==> src/rtl/serial_adder.sv <==
// Bit-serial unsigned adder, one full-adder step per clock LSB-first; result WIDTH cycles after accept.
// Upstream stalls while busy (in_ready only in IDLE); the result is held in DONE until out_ready.
module serial_adder #(
  parameter int WIDTH = 8
) (
  input  logic             clk,
  input  logic             rst,
  input  logic             in_valid,
  output logic             in_ready,
  input  logic [WIDTH-1:0] a,
  input  logic [WIDTH-1:0] b,
  output logic             out_valid,
  input  logic             out_ready,
  output logic [WIDTH-1:0] sum,
  output logic             cout
);

  localparam int CW = $clog2(WIDTH) + 1;

  typedef enum logic [1:0] {IDLE, RUN, DONE} state_t;

  state_t           state_q, state_d;
  logic [WIDTH-1:0] a_sh_q, a_sh_d;
  logic [WIDTH-1:0] b_sh_q, b_sh_d;
  logic [WIDTH-1:0] sum_sh_q, sum_sh_d;
  logic             carry_q, carry_d;
  logic [CW-1:0]    cnt_q, cnt_d;
  logic             in_ready_q, in_ready_d;
  logic             out_valid_q, out_valid_d;
  logic             fa_s, fa_c;

  assign fa_s = a_sh_q[0] ^ b_sh_q[0] ^ carry_q;
  assign fa_c = (a_sh_q[0] & b_sh_q[0]) | (a_sh_q[0] & carry_q) | (b_sh_q[0] & carry_q);

  always_comb begin
    state_d     = state_q;
    a_sh_d      = a_sh_q;
    b_sh_d      = b_sh_q;
    sum_sh_d    = sum_sh_q;
    carry_d     = carry_q;
    cnt_d       = cnt_q;
    in_ready_d  = in_ready_q;
    out_valid_d = out_valid_q;
    case (state_q)
      IDLE: begin
        if (in_valid) begin
          a_sh_d     = a;
          b_sh_d     = b;
          sum_sh_d   = '0;
          carry_d    = 1'b0;
          cnt_d      = '0;
          state_d    = RUN;
          in_ready_d = 1'b0;
        end
      end
      RUN: begin
        carry_d            = fa_c;
        sum_sh_d           = sum_sh_q >> 1;
        sum_sh_d[WIDTH-1]  = fa_s;
        a_sh_d             = a_sh_q >> 1;
        b_sh_d             = b_sh_q >> 1;
        cnt_d              = cnt_q + 1'b1;
        if (cnt_q == CW'(WIDTH - 1)) begin
          state_d     = DONE;
          out_valid_d = 1'b1;
        end
      end
      DONE: begin
        if (out_ready) begin
          state_d     = IDLE;
          out_valid_d = 1'b0;
          in_ready_d  = 1'b1;
        end
      end
      default: begin
        state_d     = IDLE;
        out_valid_d = 1'b0;
        in_ready_d  = 1'b1;
      end
    endcase
  end

  // Handshake flags are flopped alongside the state so both ports stay glitch-free.
  always_ff @(posedge clk) begin
    if (rst) begin
      state_q     <= IDLE;
      a_sh_q      <= '0;
      b_sh_q      <= '0;
      sum_sh_q    <= '0;
      carry_q     <= 1'b0;
      cnt_q       <= '0;
      in_ready_q  <= 1'b1;
      out_valid_q <= 1'b0;
    end else begin
      state_q     <= state_d;
      a_sh_q      <= a_sh_d;
      b_sh_q      <= b_sh_d;
      sum_sh_q    <= sum_sh_d;
      carry_q     <= carry_d;
      cnt_q       <= cnt_d;
      in_ready_q  <= in_ready_d;
      out_valid_q <= out_valid_d;
    end
  end

  assign in_ready  = in_ready_q;
  assign out_valid = out_valid_q;
  assign sum       = sum_sh_q;
  assign cout      = carry_q;

endmodule

==> config.mk <==
export PLATFORM = sky130hd
export DESIGN_NAME = serial_adder
export DESIGN_NICKNAME = d
export VERILOG_FILES = /design/src/rtl/serial_adder.sv
export SDC_FILE = /design/constraint.sdc
export NUM_CORES = 1
export LEC_CHECK = 0
export ABC_CLOCK_PERIOD_IN_PS = 2960
export CAP_MARGIN = 20
export CORE_MARGIN = 1
export CORE_UTILIZATION = 38
export DETAILED_ROUTE_END_ITERATION = 8
export SYNTH_ARGS = -nofsm -noshare
export SYNTH_HDL_FRONTEND = slang
export SYNTH_SLANG_ARGS = --single-unit
==> constraint.sdc <==
create_clock -name clk -period 2.96 [get_ports clk]
set_input_delay 0.888 -clock clk [delete_from_list [all_inputs] [get_ports clk]]
set_output_delay 0.888 -clock clk [all_outputs]
set_load 0.03 [all_outputs]
After elaboration in Yosys (flattened, before gate mapping)
Cells that the tools add are included.
{"block": "word_totals", "regBits": 33, "latch_bits": 0, "mem_bits_rw": 0, "romBits": 0, "input_bits": 20, "wordCells": 49, "memories": 0}
{"block": "classes", "n_addsub": 1, "multipliers": 0, "n_div": 0, "magnitude_cmp": 0, "eq_ne": 6, "n_shift": 0, "muxes": 19, "n_bitwise": 9, "reduce_logical": 6}
{"operator": "8-bit case mux with 2 select lines", "n": 3}
{"operator": "8-bit two-way mux", "n": 3}
{"operator": "3-bit AND reduction", "n": 3}
{"operator": "4-bit case mux with 2 select lines", "n": 1}
{"operator": "2-bit two-way mux", "n": 3}
{"operator": "2-bit inequality test (second input constant)", "n": 3}
{"operator": "1-bit case mux with 3 select lines", "n": 2}
{"operator": "2-bit case mux with 3 select lines", "n": 1}
{"operator": "4-bit by 1-bit adder with 4-bit output (second input constant)", "n": 1}
{"operator": "4-bit by 3-bit equality test with 1-bit output (second input constant)", "n": 1}
{"operator": "1-bit two-way mux", "n": 4}
{"operator": "4-bit two-way mux", "n": 1}
{"operator": "1-bit bitwise AND", "n": 3}
{"operator": "2-bit by 1-bit equality test with 1-bit output (second input constant)", "n": 1}
{"operator": "2-bit equality test (second input constant)", "n": 1}
{"operator": "2-bit logical NOT", "n": 1}
{"operator": "1-bit inverter", "n": 2}
{"operator": "1-bit bitwise OR", "n": 2}
{"operator": "1-bit case mux with 2 select lines", "n": 1}
{"operator": "2-bit AND reduction", "n": 1}
{"operator": "2-bit nonzero test", "n": 1}
{"operator": "1-bit XOR", "n": 2}

Longest topological paths before layout
{"block": "depth", "word_depth": 4, "ltp_mapped": 4, "mapped_depth_nobuf": 4}

Worst setup path after synthesis
OpenSTA, ideal clock, no wires.
{"block": "synth_timing", "path_type": "in2reg", "from": "in in_valid", "to": "reg a_sh_q[5]", "arrival_time_ns": 1.548, "required_time_ns": 2.828, "path_slack_ns": 1.280, "cell_stages": 4, "path_cell_list": "buf_2 > or3b_1 > a21oi_1 > nor3_1"}
{"block": "synth_via", "elab_chain_len": 2}
{"item": "start, declared", "line": "8", "rtl": "input logic in_valid,"}
{"item": "2-bit inequality test (no line)"}
{"item": "2-bit AND reduction (no line)"}
{"item": "end signal, assigned", "line": "96", "rtl": "a_sh_q <= a_sh_d;"}
{"item": "end, declared", "line": "23", "rtl": "logic [WIDTH-1:0] a_sh_q, a_sh_d;"}
Every way passes these cells.
A chain may end at the register's enable or synchronous reset.

Final worst setup path
{"block": "layout_timing", "from": "reg carry_q, in the netlist cout", "to": "out cout"}
{"item": "start, declared", "line": "26", "rtl": "logic carry_q, carry_d;"}
{"item": "start signal, assigned", "line": "99", "rtl": "carry_q <= carry_d;"}
{"item": "end, declared", "line": "15", "rtl": "output logic cout"}
No word-level cell between the ends.

==> impl_results.md <==
* Port-buffer cells at 30
* Nets at slightly above 200
* Reg2reg setup slack at roughly 1.3 ns
* Initial Utilization at about two fifths
* WL final at about 3000 um
* H-tree level count at 2
* DR DRC count at 0
* Routability Congestion at about 0.76
* Worst vdd ir at around 340 uV
* Die height at 63.4 um
* Clock root buffer: clkbuf_8
* Synth top area share at between 40% and 50%
* Ant diodes at 0
* Crit path launch: cout
* Fillers at 326
* Most common cell in the synthesized netlist: dfxtp_1
* Setup TNS at 0 ns
* Max Freq at approximately 450 MHz
* First drt pass iteration count at 4
* Critical setup path kind: reg2out
* Grt ovf at 0
* Setup violators final at 0
* Area contributors post-synth: dfxtp_1 (46%), a22o_1 (7.3%), or3b_1 (5.5%)
* Worst-path cell chain: clkdlybuf4s50_1
* CP top delay family: buffers and inverters
* Syn nets at between 150 and 200
* Max stage delay on crit path at 0.69 ns
* Mux cell area share after synthesis at less than 1%
* Die footprint at 4020 um^2
* RR Startpoint: state_q[1]
* Stages on worst setup path at 1
* Reg2Reg Depth at 4
* First-pass GRT wire length at approximately 5200 um
* Critical path arrival at approximately 1.4 ns
* Critical R2R Capture: b_sh_q[5]
* Maxcap violations at 0
* Total Routing Usage GR at between 10% and 20%
* Post-synth ARST share at 0%
* Main synth FF type: dfxtp_1
* Buf/Inv on CP at 1
* CTS Sinks at 33
* Final std cells w/o fill at about 230
* Clock Tree Buf Depth at 2
* Hold WC Path Type: reg2reg
* Fin crit share at 75.7%
* Slowest CP cell: clkdlybuf4s50_1
* Post-Synth Simple-Gate Area at between 20% and 30%
* Synth area leader: dfxtp_1
* DP HPWL at between 1500 and 2000 um
* Hold buffer count at CTS at 0
* Clock latency on the worst-skew pair at between 0.2 and 0.3 ns
* Period minus WS final at 2.24 ns
* Post-synthesis adder-cell area fraction at under 10%
* Clk pin slew, worst setup/hold paths at roughly 0.070 ns
* Initial antenna violation count at 0
* Critical path endpoint: cout
* Critical Path Fanout Max at 3
* Cells after Synth at around 150
* Core Region at 3470 um^2
* Worst-Margin Slew at roughly 0.84 ns
* PwrDens at around 490 nW/um^2
* FP Rows at 21
* Total vias in the final route at roughly 1200
* Worst endpoint required time at between 2 and 2.5 ns
* DRT antenna net count at 0
* Vias per cell at approximately 5.2
* Largest family of logic cells by synthesized area: simple AND/OR/NAND/NOR gates
* Post-CTS Setup Repair Bufs at 0
* Layout cells sized above 1 at around a tenth
* Crit start category: flop
* Vias in the first global route at between 1000 and 1500
* Chip Width at between 60 and 70 um
* Sequential fraction of the synthesis area at between 40% and 50%
* Worst Skew at between 0.006 and 0.007 ns
* Number of flops mapped to enable cells by yosys at 0
* Pleak at about 0.73 nW
* Synth cell count leaders: dfxtp_1 (33), nor2_1 (19), a21oi_1 (15)
* Yosys warning count at 0
* CTS Buf Count at 5
* XOR/XNOR share of the synthesized area at 0%
* Run status: complete, no violations
* CP Capture Type: output port
* Area grow syn2layout at 31.2%
* Mapped Area at around 1400 um^2
* Synthesized area per cell at around 9.3 um^2
* Max Transition Viols Final at 0
* TritonCTS clock tree: done
* Netlist cell types at 29
* Unrepaired setup endpoints after global routing: false
* Post-CTS Resized at 0
* FF+latch count, synth at 33
* Slew margin rel. at approximately 44%
* Largest net degree at the start of global routing at 37
* I/O pin count at 31
* DP Cell Count at approximately 220
* Drt initial violations at 47
* Synth Area in Compound Gates at between 10% and 20%
* WL per Instance at about 13 um
* Fin. Hold Viols at 0
placed cells by master (no fill, tap or decap):
cell / synthesis / layout
dfxtp_1: 33 / 33
a22o_1: 12 / 12
o21ai_0: 1 / 1
buf_4: 0 / 4
buf_16: 0 / 1
a21oi_1: 15 / 15
or4b_1: 1 / 1
or3b_2: 3 / 3
o21a_1: 1 / 1
ha_1: 1 / 1
o21bai_1: 2 / 2
nor2_1: 19 / 19
nor4b_2: 1 / 1
fa_1: 1 / 1
and4b_1: 1 / 1
nor3_1: 13 / 13
o21ba_2: 1 / 1
nand3_1: 2 / 2
clkdlybuf4s50_1: 0 / 30
clkinv_2: 0 / 2
a22oi_1: 2 / 2
clkbuf_8: 0 / 5
o21bai_2: 1 / 1
clkbuf_1: 3 / 1
or3b_1: 9 / 9
nand2b_1: 12 / 12
a21o_1: 2 / 2
nor3b_1: 3 / 3
mux2i_1: 1 / 1
nor3b_2: 1 / 1
nand2_1: 3 / 3
nor2b_1: 1 / 1
a31oi_1: 1 / 1
logic make-up after synthesis:
logic type      Yosys count
flops                    33
mux                       1
fa+ha+maj                 2
buf+inv                  11
compound gates           38
simple gates             69
flip-flops by register name (all words and copies together) (netlist names):
| signal | cells |
|---|---|
| cnt_q | 4 |
| a_sh_q | 8 |
| in_ready | 1 |
| state_q | 2 |
| out_valid | 1 |
| b_sh_q | 8 |
| cout | 1 |
| sum | 8 |
area by class of cell:
type                    instances  area (um^2)  area share [%]
repair buffers                 35          358            19.0
well taps                      46         57.6            3.06
clock inverters                 2         10.0           0.532
clock buffers                   6         72.6            3.86
flip-flops and latches         33          661            35.1
multi-input cells             110          722            38.4
where the power goes:
group	switching, W	internal, W	leakage, nW
Clock	0.000153	0.000163	0.0450
Combinational	0.0000567	0.0000714	0.418
Sequential	0.0000138	0.000467	0.270
Total	0.000224	0.000701	0.733
stage by stage:
| stage | cell area (um^2) | hold WS (ns) | total power, W | util (%) | worst slack, ns |
|---|---|---|---|---|---|
| floorplan | 1430 | 0.417 | 0.000565 | - | 1.28 |
| CTS | 1850 | 0.466 | 0.000935 | 53.4 | 0.699 |
| detailed placement | 1770 | 0.443 | 0.000613 | 51.0 | 0.482 |
| global placement | 1770 | 0.433 | 0.000610 | 51.0 | 0.518 |
| global route | 1880 | 0.494 | 0.000981 | 54.2 | 0.656 |
| finish | 1880 | 0.461 | 0.000925 | 54.2 | 0.719 |
how the worst min path moves through the flow:
stage | start | end | cells after the start
final | b_sh_q[5] | b_sh_q[5] | 1
after global routing | b_sh_q[5] | b_sh_q[5] | 1
after CTS | b_sh_q[5] | b_sh_q[5] | 1
after detailed placement | b_sh_q[5] | b_sh_q[5] | 1
after global placement | b_sh_q[6] | b_sh_q[6] | 1
after floorplan | b_sh_q[5] | b_sh_q[5] | 1
metal layers:
| layer | routed length (um) | part of all wire (%) | vias up | GRT usage [%] |
|---|---|---|---|---|
| li1 | - | - | 607 | - |
| met1 | 1420 | 47 | 561 | 20.4 |
| met2 | 1380 | 46 | 29 | 26.6 |
| met3 | 148 | 4.9 | 5 | 5.62 |
| met4 | 46 | 1.5 | 0 | 5.97 |
| met5 | 0 | 0 | - | 0 |
Power figures use the tool's default switching activity.
